**config.mk**
```make
export PLATFORM = sky130hd
export DESIGN_NAME = exc_pipe
export DESIGN_NICKNAME = d
export VERILOG_FILES = /design/src/rtl/exc_pipe.sv
export SDC_FILE = /design/constraint.sdc
export NUM_CORES = 1
export LEC_CHECK = 0
export ABC_AREA = 1
export BUFFER_PORTS_ARGS = -buffer_cell sky130_fd_sc_hd__buf_2
export CAP_MARGIN = 20
export CORE_AREA = 3 3 152 154
export CTS_CLUSTER_SIZE = 28
export DETAILED_ROUTE_END_ITERATION = 7
export DIE_AREA = 0 0 155 157
export PLACE_DENSITY = 0.58
export SYNTH_ARGS = -nofsm -noshare
export SYNTH_HDL_FRONTEND = slang
export SYNTH_SLANG_ARGS = --single-unit
```
**constraint.sdc**
```tcl
create_clock -name clk -period 4.5 [get_ports clk]
set_input_delay 0.225 -clock clk [delete_from_list [all_inputs] [get_ports clk]]
set_output_delay 0.225 -clock clk [all_outputs]
set_load 0.01 [all_outputs]
```
**src/rtl/exc_pipe.sv**
```systemverilog
// exc_pipe: tracks the exception state of the instructions in flight through
// NSTAGE pipeline stages. It records the first exception each instruction
// sees and reports it (cause and return PC) when the instruction leaves the
// last stage.
//
// Handshake: there is no valid/ready pair. valid_in qualifies the entry
// offered to stage 0. stall[i] holds stage i. The caller keeps stall
// monotonic: stall[i] implies stall[j] for every j < i. exc_req is a
// one-cycle, registered pulse that goes out together with cause_out and
// epc_out.
module exc_pipe #(
    parameter int NSTAGE = 4,
    parameter int XLEN   = 32
) (
    input  logic                  clk,
    input  logic                  reset,
    input  logic                  valid_in,
    input  logic [XLEN-1:0]       pc_in,
    input  logic                  bd_in,
    input  logic [NSTAGE-1:0]     exc_vld,
    input  logic [5*NSTAGE-1:0]   exc_code,
    input  logic [NSTAGE-1:0]     stall,
    input  logic                  flush,
    output logic                  exc_req,
    output logic [31:0]           cause_out,
    output logic [XLEN-1:0]       epc_out,
    output logic                  pend
);

    // Per-stage state registers
    logic [NSTAGE-1:0]            valid_q, valid_d;
    logic [NSTAGE-1:0][XLEN-1:0]  pc_q,    pc_d;
    logic [NSTAGE-1:0]            bd_q,    bd_d;
    logic [NSTAGE-1:0]            exc_q,   exc_d;
    logic [NSTAGE-1:0][4:0]       code_q,  code_d;

    // Each stage's entry with this cycle's detection folded in
    logic [NSTAGE-1:0]            m_exc;
    logic [NSTAGE-1:0][4:0]       m_code;

    // Commit path and output registers
    logic                         commit;
    logic [XLEN-1:0]              epc_d;
    logic [31:0]                  cause_d;
    logic                         exc_req_q;
    logic [31:0]                  cause_q;
    logic [XLEN-1:0]              epc_q;

    // Fold this cycle's detection into each stage. The first exception wins,
    // and an invalid stage ignores exc_vld.
    always_comb begin
        m_exc  = '0;
        m_code = '0;
        for (int i = 0; i < NSTAGE; i++) begin
            m_exc[i] = exc_q[i] | (valid_q[i] & exc_vld[i]);
            if (!exc_q[i] && valid_q[i] && exc_vld[i]) begin
                m_code[i] = exc_code[5*i +: 5];
            end else begin
                m_code[i] = code_q[i];
            end
        end
    end

    // The last stage commits when it is valid, carries an exception and is
    // free to advance.
    always_comb begin
        commit  = valid_q[NSTAGE-1] & m_exc[NSTAGE-1] & ~stall[NSTAGE-1];
        epc_d   = bd_q[NSTAGE-1] ? (pc_q[NSTAGE-1] - XLEN'(4)) : pc_q[NSTAGE-1];
        cause_d = {bd_q[NSTAGE-1], 24'b0, m_code[NSTAGE-1], 2'b0};
    end

    // Next stage state. By default a stage holds and writes its merged entry
    // back, so a detection made during a stall is kept. A stage loads from
    // upstream when it can advance, and takes a bubble when upstream is held.
    // A flush or a commit drops every valid.
    always_comb begin
        valid_d = valid_q;
        pc_d    = pc_q;
        bd_d    = bd_q;
        exc_d   = m_exc;
        code_d  = m_code;
        if (!stall[0]) begin
            valid_d[0] = valid_in;
            pc_d[0]    = pc_in;
            bd_d[0]    = bd_in;
            exc_d[0]   = 1'b0;
            code_d[0]  = 5'd0;
        end
        for (int i = 1; i < NSTAGE; i++) begin
            if (!stall[i]) begin
                if (stall[i-1]) begin
                    valid_d[i] = 1'b0;
                    exc_d[i]   = 1'b0;
                    code_d[i]  = 5'd0;
                end else begin
                    valid_d[i] = valid_q[i-1];
                    pc_d[i]    = pc_q[i-1];
                    bd_d[i]    = bd_q[i-1];
                    exc_d[i]   = m_exc[i-1];
                    code_d[i]  = m_code[i-1];
                end
            end
        end
        if (flush || commit) begin
            valid_d = '0;
        end
    end

    // Stage registers; reset clears every field
    always_ff @(posedge clk or negedge reset) begin
        if (!reset) begin
            valid_q <= '0;
            pc_q    <= '0;
            bd_q    <= '0;
            exc_q   <= '0;
            code_q  <= '0;
        end else begin
            valid_q <= valid_d;
            pc_q    <= pc_d;
            bd_q    <= bd_d;
            exc_q   <= exc_d;
            code_q  <= code_d;
        end
    end

    // Commit reporting. exc_req pulses for one cycle, and cause/epc hold
    // their values until the next commit.
    always_ff @(posedge clk or negedge reset) begin
        if (!reset) begin
            exc_req_q <= 1'b0;
            cause_q   <= '0;
            epc_q     <= '0;
        end else begin
            exc_req_q <= commit;
            if (commit) begin
                cause_q <= cause_d;
                epc_q   <= epc_d;
            end
        end
    end

    // A recorded exception is pending in some valid stage (registered state only)
    always_comb begin
        pend = |(valid_q & exc_q);
    end

    assign exc_req   = exc_req_q;
    assign cause_out = cause_q;
    assign epc_out   = epc_q;

endmodule

```
==> results of run 1 <==
[cell families after synthesis]
family	after synthesis	share of synthesized area, %
simple gates	525	25.1
compound gates	136	8.25
other cells	1	0.0434
buf+inv	147	7.76
xor+xnor	6	0.608
fa+ha+maj	1	0.145
mux	4	0.463
flops	199	57.6
[worst paths after layout]
path,endpoint,slack [ns],depth (start not counted),startpoint
worst max-delay path,epc_out[8]$_DFFE_PN0P_,2.82,7,valid_q[3]$_DFFE_PN0P_
worst min-delay path,valid_q[0]$_DFFE_PN0P_,0.04,3,valid_in
worst max register to register,epc_out[8]$_DFFE_PN0P_,2.82,7,valid_q[3]$_DFFE_PN0P_
worst min register to register,pc_q[74]$_DFFE_PN0P_,0.47,2,pc_q[74]$_DFFE_PN0P_
max in group asynchronous,pc_q[46]$_DFFE_PN0P_,2.88,3,reset
min in group asynchronous,exc_req$_DFF_PN0_,0.47,2,reset
[cell usage in the layout (no fill, tap or decap), types with 2 or more instances in the layout]
| cell type | netlist | final |
|---|---|---|
| a21oi_1 | 9 | 8 |
| a22oi_1 | 3 | 3 |
| a31oi_1 | 3 | 3 |
| buf_2 | 8 | 103 |
| buf_4 | 27 | 5 |
| clkbuf_16 | 0 | 17 |
| clkbuf_8 | 0 | 2 |
| clkinv_4 | 0 | 3 |
| clkinvlp_4 | 0 | 5 |
| conb_1 | 1 | 26 |
| dfrtp_1 | 199 | 199 |
| dlygate4sd3_1 | 0 | 34 |
| inv_1 | 83 | 83 |
| inv_6 | 0 | 3 |
| mux2i_1 | 4 | 4 |
| nand2_1 | 398 | 398 |
| nand2_2 | 6 | 6 |
| nand3_1 | 33 | 33 |
| nand3_2 | 3 | 3 |
| nand3b_1 | 3 | 3 |
| nand4_1 | 8 | 8 |
| nor2_1 | 56 | 55 |
| nor2_2 | 5 | 5 |
| nor2_4 | 7 | 8 |
| nor3_1 | 2 | 2 |
| o21ai_0 | 95 | 95 |
| o21ai_1 | 9 | 9 |
| o22ai_1 | 17 | 17 |
| xor2_1 | 6 | 6 |
[routing by layer]
metal / vias to the layer above / GRT usage (%) / routed length (µm)
met3: 17 / 3.41 / 702
met1: 2869 / 23.9 / 9760
met4: 0 / 4.79 / 212
met2: 125 / 22.2 / 7390
li1: 3406 / - / -
met5: - / 0 / 0
[critical path, cell delays in order, from the launching register on]
cell     delay [ns]
dfrtp_1        0.37
nand2_1        0.10
a21oi_2        0.14
buf_4          0.32
inv_1          0.07
buf_4          0.28
a21oi_1        0.19
a21oi_1        0.08
[report_power, final]
part           internal [mW]  total [mW]  switching, mW
registers               1.98        2.11          0.126
clock network          0.781        1.46          0.679
logic                  0.211       0.624          0.413
total                   2.97        4.19           1.22
[state kept, by name, indices dropped and copies added, names as in the netlist]
signal,cells
code_q,20
exc_q,4
valid_q,4
pc_q,128
epc_out,32
bd_q,4
exc_req,1
cause_out,6
[metrics by stage]
stage          instances  total power, mW  setup WS [ns]  hold WS [ns]
3_5_place_dp        1371             2.74           2.51         0.421
4_1_cts             1436             4.25           2.77        0.0203
6_report            1437             4.19           2.82        0.0445
2_1_floorplan       1044             2.54           3.09       -0.0706
5_1_grt             1437             4.43           2.58        0.0322
3_3_place_gp        1370             2.73           2.58         0.421
[area by class of cell]
type	count	area [µm²]	area share, %
flip-flops and latches	199	4980	48.6
repair buffers	145	942	9.19
clock buffers	18	439	4.28
multi-input cells	698	3100	30.2
inverters	84	315	3.08
well taps	280	350	3.42
clock inverters	13	125	1.22
==> results.json, run 1 <==
{
  "status": "complete, no violations",
  "antenna_found_initial": 0,
  "max_freq_ghz": 0.594,
  "cp_max_fo": 50,
  "num_rows": 54,
  "rsz0062_at_grt": "false",
  "ir_drop_mv": 0.208,
  "synth_commonest_cells": "nand2_1, dfrtp_1, o21ai_0",
  "period_share_pct": 37.4,
  "first_iter_violations": 283,
  "grt_first_pass_wirelength_um": 31100,
  "tns_ns": 0,
  "cts_buffers": 17,
  "cp.required_ns": 4.82,
  "fin_crit_ns": 1.68,
  "relSlewSlack_pct": 34.1,
  "diodes": 0,
  "drv_cap": 0,
  "wirelength_um": 18100,
  "initial_utilization_pct": 39.6,
  "drive_gt1_share_pct": 14.6,
  "grt_max_degree": 124,
  "num_vias": 6417,
  "start_kind": "flop",
  "worst_pin_slew_ns": 0.988,
  "ys_ff_latch": 199,
  "synth_top_area_share_pct": 57.6,
  "finClkSkew_ns": 0.00555,
  "synthCells": 1019,
  "stdcell_area_mm2": 0.0103,
  "clockBufferDepth": 2,
  "postPlaceCellArea_mm2": 0.00933,
  "synth_top_area_cell": "dfrtp_1",
  "setup.worst_path.end_class": "flop",
  "setup_violations": 0,
  "yosys.cell_types.count": 31,
  "worstSetupPathType": "reg -> reg",
  "gr-total-overflow": 0,
  "ios": 131,
  "cts_max_level": 4,
  "nNetsFinal": 1211,
  "clock-root-buffer": "clkbuf_16",
  "worstSkewPairLatency_ns": 0.43,
  "wl_per_cell_um": 12.6,
  "synthFlopType": "dfrtp_1",
  "cts_sinks": 199,
  "hp-class": "in -> reg",
  "dp_hpwl_um": 13000,
  "grt_pass1_vias": 6304,
  "drc": 0,
  "post_cts_resized": 0,
  "power_density_mw_per_mm2": 409,
  "slew_violations": 0,
  "total_leakage_power_nw": 5.37,
  "die-area_mm2": 0.0243,
  "post_cts_buffers": 0,
  "hold_viol_final": 0,
  "place.gp.congestion": 0.885,
  "grt_usage_pct": 15.6,
  "async_flop_share_pct": 100,
  "arrival_ns": 2.00,
  "antenna_left": 0,
  "dieWidth_um": 155,
  "avgViaCountPerCell": 4.47,
  "synthTopCellsByArea": "dfrtp_1, nand2_1, o21ai_0",
  "cts_tree": "built",
  "synth_area_mm2": 0.00865,
  "syn2layout_area_growth_pct": 18.6,
  "syn_avg_cell_area_um2": 8.48,
  "coreArea_mm2": 0.0218,
  "post-route-util_pct": 47.0,
  "dr.pass1.iters": 5,
  "holdBufCountCts": 34,
  "synth-seq-area-share_pct": 57.6,
  "io_buffers": 104,
  "yosysWarningCount": 0,
  "nFillCells": 2149,
  "die_y_um": 157,
  "cts.clk_slew.worst_paths_ns": 0.07,
  "synth_edf_count": 0,
  "post-synth-top-count-cell": "nand2_1"
}
Power figures use the tool's default switching activity.
==> run 2, diff against run 1 <==
Settings changed: PLACE_DENSITY 0.58 to 0.6.
Clock period 4.5 ns to 1.35 ns, I/O delays scaled along.
==> run 2 against run 1 <==
  * The run now ends with hold timing, setup timing left
  * Total power increased to 3.6 times the previous value
  * Die area unchanged
  * Non-clock buffer count increased by 91
  * Combinational power increased to 4.7 times the previous value
  * First-iteration DRC count increased by 20%
  * Maximum frequency increased by 13%
  * Clock skew increased by 0.0063 ns
  * Register-to-register slack got worse by 3.0 ns
  * Clock power increased to 3.4 times the previous value
  * Sequential power increased to 3.3 times the previous value
  * Critical endpoint is now epc_out[30]$_DFFE_PN0P_
  * Critical path depth increased by 4
  * Clock-buffer cell count increased by 2
==> results.json, run 2 (synthesized netlist as in run 1, its figures left out) <==
{
  "status": "finished with violations",
  "failed_checks": "hold timing, setup timing",
  "die-area_mm2": 0.0243,
  "start_kind": "flop",
  "p_seq_share_pct": 46.8,
  "fin_ws_ns": -0.141,
  "dieWidth_um": 155,
  "antenna_found_initial": 0,
  "stdcell_area_mm2": 0.0114,
  "dr.pass1.iters": 5,
  "worstSkewPairLatency_ns": 0.43,
  "p_int_mw": 10.5,
  "grt_max_degree": 69,
  "cts_sinks": 199,
  "avgViaCountPerCell": 4.46,
  "cp.required_ns": 1.67,
  "clockBufferDepth": 2,
  "arrival_ns": 1.81,
  "swShare_pct": 29.6,
  "regMostFlops": "pc_q",
  "holdWs_ns": -0.00928,
  "initial_utilization_pct": 39.6,
  "worstSetupPathType": "reg -> reg",
  "drive_gt1_share_pct": 23.1,
  "p_comb_share_pct": 19.8,
  "clock-root-buffer": "clkbuf_16",
  "finClkSkew_ns": 0.0118,
  "cts_tree": "built",
  "wl_per_cell_um": 12.9,
  "slowest_delay_ns": 0.40,
  "drv_cap": 0,
  "slew_violations": 0,
  "nNetsFinal": 1303,
  "r2r_slack_ns": -0.14,
  "diodes": 0,
  "switchingPower_mw": 4.44,
  "grt_pass1_vias": 6449,
  "num_vias": 6826,
  "hold_viol_final": 2,
  "post-route-util_pct": 52.1,
  "crit_top_cell": "nand2_4",
  "grt_usage_pct": 16.5,
  "rsz0062_at_grt": "true",
  "clockPowerShare_pct": 33.4,
  "hp-class": "in -> reg",
  "dp_hpwl_um": 13800,
  "coreArea_mm2": 0.0218,
  "num_rows": 54,
  "cts.clk_slew.worst_paths_ns": 0.07,
  "max_freq_ghz": 0.671,
  "setup_violations": 24,
  "layout_common_cells": "nand2_1, dfrtp_1, buf_2",
  "gr-total-overflow": 0,
  "min_path_cells": 3,
  "cts_buffers": 17,
  "ios": 131,
  "r2r-start": "pc_q[98]$_DFFE_PN0P_",
  "total_leakage_power_nw": 5.92,
  "min_from": "exc_code[7]",
  "critPathSlowestCell": "dfrtp_1",
  "ir_drop_mv": 0.844,
  "setup.worst_path.end_class": "flop",
  "reg2regPathDepth": 11,
  "path_cells": "inv_2 > ha_4 > nand2_4 > inv_2 > nand2_4 > nor2_4 > nand2_4 > nor2_4 > nand3_2 > nand3_1 > nand2_1",
  "fin_crit_ns": 1.49,
  "final_common_cell": "nand2_1",
  "die_y_um": 157,
  "cts_max_level": 4,
  "hold_path_end": "code_q[12]$_DFF_PN0_",
  "cp_max_fo": 3,
  "power_density_mw_per_mm2": 1320,
  "syn2layout_area_growth_pct": 31.4,
  "antenna_left": 0,
  "r2r-end": "epc_out[30]$_DFFE_PN0P_",
  "first_iter_violations": 340,
  "crit_family": "simple AND/OR/NAND/NOR gates",
  "period_share_pct": 110,
  "drc": 0,
  "crit_buf_inv": 2,
  "largest_reg_flops": 128,
  "io_buffers": 104,
  "grt_first_pass_wirelength_um": 32700,
  "wirelength_um": 19800,
  "postPlaceCellArea_mm2": 0.00985,
  "place.gp.congestion": 0.846
}
run 2: cell count changes in the layout (fill, tap and decap cells not counted), sizes merged:
cell         before  now
buf             110  180
clkinvlp          5    1
clkbuf           19   21
inv              87   91
dlygate4sd3      34   55
clkinv            4    3
nor2             69   70
run 2: final cells by class:
type | instances | area [µm²]
Clock buffer | 20 | 457
Timing Repair Buffer | 236 | 1810
Fill cell | 2062 | 10500
Sequential cell | 199 | 4980
Clock inverter | 12 | 130
Tap cell | 280 | 350
Inverter | 84 | 315
Multi-Input combinational cell | 699 | 3320
run 2: stage by stage:
stage	setup slack [ns]	cells	hold WS, ns	total power, mW	setup TNS (ns)
after floorplan	0.00367	1044	-0.228	8.50	0
after global placement	-0.103	1424	-0.0855	9.56	-0.685
after detailed placement	-0.112	1424	-0.0838	9.61	-1.73
after CTS	-0.111	1518	0.00561	14.9	-1.21
after global routing	-0.227	1530	0.00261	15.8	-3.71
final	-0.141	1530	-0.00928	15.0	-1.45
run 2: power by group through the flow:
stage	clock network [mW]	logic [mW]	registers, mW
final	5.00	2.96	7.02
after global routing	5.38	3.32	7.10
after CTS	5.14	2.74	7.00
after detailed placement	0	2.50	7.11
after global placement	0	2.47	7.10
after floorplan	0	1.48	7.02
run 2: worst max-delay path by stage:
stage | startpoint | to | slack, ns | cells past startpoint
floorplan | pc_q[98]$_DFFE_PN0P_ | epc_out[24]$_DFFE_PN0P_ | 0.004 | 11
global placement | pc_q[108]$_DFFE_PN0P_ | epc_out[24]$_DFFE_PN0P_ | -0.10 | 9
detailed placement | pc_q[98]$_DFFE_PN0P_ | epc_out[30]$_DFFE_PN0P_ | -0.11 | 11
CTS | pc_q[98]$_DFFE_PN0P_ | epc_out[12]$_DFFE_PN0P_ | -0.11 | 10
global route | pc_q[98]$_DFFE_PN0P_ | epc_out[30]$_DFFE_PN0P_ | -0.23 | 11
finish | pc_q[98]$_DFFE_PN0P_ | epc_out[30]$_DFFE_PN0P_ | -0.14 | 11
run 2: repair_timing:
item	4_1_cts	5_1_grt
gates resized for setup	17	66
pin swaps	13	14
hold buffers	54	1
setup buffers	7	12
gates cloned	1	0
endpoints found under the setup margin	35	55
endpoints found under the hold margin	263	1
run 2: per-layer routing:
layer | global-route usage (%) | up-vias | wire length (µm)
met5 | 0 | - | 0
li1 | - | 3600 | -
met2 | 23.3 | 145 | 8450
met4 | 5.59 | 0 | 352
met1 | 25.9 | 3056 | 10300
met3 | 2.28 | 25 | 742
run 2: worst min-delay path: cells and delay by family:
kind / cells / cell delay [ns]
AO/OA/AOI/OAI: 2 / 0.22
buffers and inverters: 1 / 0.07
==> run 3, diff against run 2 <==
Settings changed: CELL_PAD_IN_SITES_DETAIL_PLACEMENT set to 0, CELL_PAD_IN_SITES_GLOBAL_PLACEMENT set to 1, CORE_AREA 3 3 152 154 to 3 3 155 157, DIE_AREA 0 0 155 157 to 0 0 158 160, PLACE_DENSITY 0.6 to 0.74.
==> run 3 against run 2 <==
  * The flow still finishes with violations (hold timing, setup timing)
  * Clock power barely moved
  * Register-to-register slack barely moved
  * Critical path depth fell by 3
  * Routed wire length rose by 0.43%
  * Hold slack got worse by 0.039 ns
  * Global-route usage fell by 0.23 points
  * Clock skew fell by 0.0018 ns
  * Largest cell class unchanged
==> results.json, run 3 (synthesized netlist as in run 1, its figures left out) <==
{
  "setup.worst_path.end_class": "flop",
  "slew_violations": 0,
  "top_layer_used": "met4",
  "io_buffers": 104,
  "wl_met1_um": 10600,
  "fin_crit_ns": 1.49,
  "initial_utilization_pct": 38.2,
  "status": "finished with violations",
  "rsz0062_at_grt": "true",
  "grt_first_pass_wirelength_um": 33500,
  "worstSetupStartpoint": "pc_q[98]$_DFFE_PN0P_",
  "crit_top_cell": "nand3_1",
  "cts_sinks": 199,
  "setup_violations": 19,
  "clockBufferDepth": 2,
  "postPlaceCellArea_mm2": 0.00986,
  "path_cells": "inv_2 > nand2_2 > nor2_4 > nand2_4 > nor2_8 > nand3_1 > nand3_1 > nand2_1",
  "multi_input_area_mm2": 0.00336,
  "gr-total-overflow": 0,
  "failed_checks": "hold timing, setup timing",
  "holdWs_ns": -0.0485,
  "syn2layout_area_growth_pct": 31.6,
  "power_density_mw_per_mm2": 1320,
  "tns_ns": -1.34,
  "layout_common_cells": "nand2_1, dfrtp_1, buf_2",
  "drive_gt1_share_pct": 23.9,
  "diodes": 0,
  "crit_buf_inv": 1,
  "nNetsFinal": 1302,
  "post-route-util_pct": 50.3,
  "coreArea_mm2": 0.0226,
  "grt_pass1_vias": 6671,
  "stdcell_area_mm2": 0.0114,
  "dr.pass1.iters": 5,
  "dp_hpwl_um": 13800,
  "first_iter_violations": 411,
  "wl_per_cell_um": 13.0,
  "avgViaCountPerCell": 4.44,
  "nFillCells": 2202,
  "worstSkewPairLatency_ns": 0.44,
  "wirelength_um": 19900,
  "wl_met2_um": 8310,
  "die-area_mm2": 0.0253,
  "arrival_ns": 1.81,
  "fin_ws_ns": -0.136,
  "cp.required_ns": 1.67,
  "cts_tree": "built",
  "num_rows": 55,
  "min_from": "exc_code[6]",
  "largest_reg_flops": 128,
  "final_common_cell": "nand2_1",
  "cts.clk_slew.worst_paths_ns": 0.07,
  "drc": 0,
  "period_share_pct": 110,
  "ir_drop_mv": 0.792,
  "hold_viol_final": 9,
  "regMostFlops": "pc_q",
  "total_leakage_power_nw": 5.90,
  "r2r-start": "pc_q[98]$_DFFE_PN0P_",
  "hp-class": "in -> reg",
  "cts_buffers": 17,
  "dr_wl_met3_um": 731,
  "critPathSlowestCell": "dfrtp_1",
  "grt_usage_pct": 16.2,
  "dieWidth_um": 158,
  "place.gp.congestion": 0.826,
  "num_vias": 6810,
  "finClkSkew_ns": 0.0100,
  "clock-root-buffer": "clkbuf_16",
  "ios": 131,
  "crit_family": "simple AND/OR/NAND/NOR gates",
  "max_freq_ghz": 0.673,
  "regArea_mm2": 0.00498,
  "start_kind": "flop",
  "antenna_found_initial": 0,
  "cts_max_level": 4,
  "slowest_delay_ns": 0.39,
  "grt_max_degree": 67,
  "antenna_left": 0,
  "die_y_um": 160,
  "cp_max_fo": 5,
  "drv_cap": 0,
  "worstSetupPathType": "reg -> reg"
}
run 3: cell count changes in the layout (fill, tap and decap cells not counted), sizes merged:
cell         change
inv              +1
bufinv           -1
dlygate4sd3      -3
clkinv           -1
clkinvlp         +2
nand3b           +1
run 3: layout make-up:
| cell class | instances | area share [%] |
|---|---|---|
| Sequential cell | 199 | 43.8 |
| Clock inverter | 13 | 1.17 |
| Tap cell | 285 | 3.13 |
| Inverter | 84 | 2.79 |
| Multi-Input combinational cell | 700 | 29.5 |
| Timing Repair Buffer | 234 | 15.6 |
| Clock buffer | 19 | 3.98 |
run 3: worst paths after layout:
kind / depth (start not counted) / to / slack [ns]
min in group asynchronous: 2 / epc_out[21]$_DFFE_PN0P_ / 0.04
hold reg to reg: 2 / pc_q[39]$_DFFE_PN0P_ / 0.47
setup reg to reg: 8 / epc_out[17]$_DFFE_PN0P_ / -0.14
max in group asynchronous: 3 / pc_q[47]$_DFFE_PN0P_ / 0.74
setup / recovery: 8 / epc_out[17]$_DFFE_PN0P_ / -0.14
hold / removal: 3 / code_q[11]$_DFF_PN0_ / -0.05
run 3: worst reg2reg max path, delay by kind of cell (launching register included):
family / cells / cell delay (ns)
flip-flops: 1 / 0.39
AND/OR/NAND/NOR: 7 / 0.89
buffers and inverters: 1 / 0.11
run 3: power by group:
group | total, mW | internal, mW | switching [mW] | leakage (nW)
Sequential | 7.02 | 6.60 | 0.426 | 2.55
Clock | 4.98 | 2.56 | 2.41 | 0.281
Combinational | 3.04 | 1.29 | 1.75 | 3.07
run 3: through the flow:
stage	power [mW]	cells	worst slack [ns]
global placement	9.64	1432	-0.208
finish	15.0	1534	-0.136
floorplan	8.50	1044	0.00367
detailed placement	9.66	1432	-0.191
global route	15.9	1534	-0.221
CTS	14.9	1521	-0.0936
run 3: per-layer routing:
layer  up-vias  track usage [%]
li1       3619                -
met1      3038             25.8
met2       135             22.9
met3        18             2.98
met4         0             3.83
met5         -                0
run 3: what timing repair did:
item                                    in CTS  in global routing
resized for setup                           32                 57
endpoints found under the setup margin      34                 55
hold buffers                                52                  0
pin swaps                                   11                 20
setup buffers                                6                 10
cloned                                       0                  3
hold endpoints to repair                   260                  0
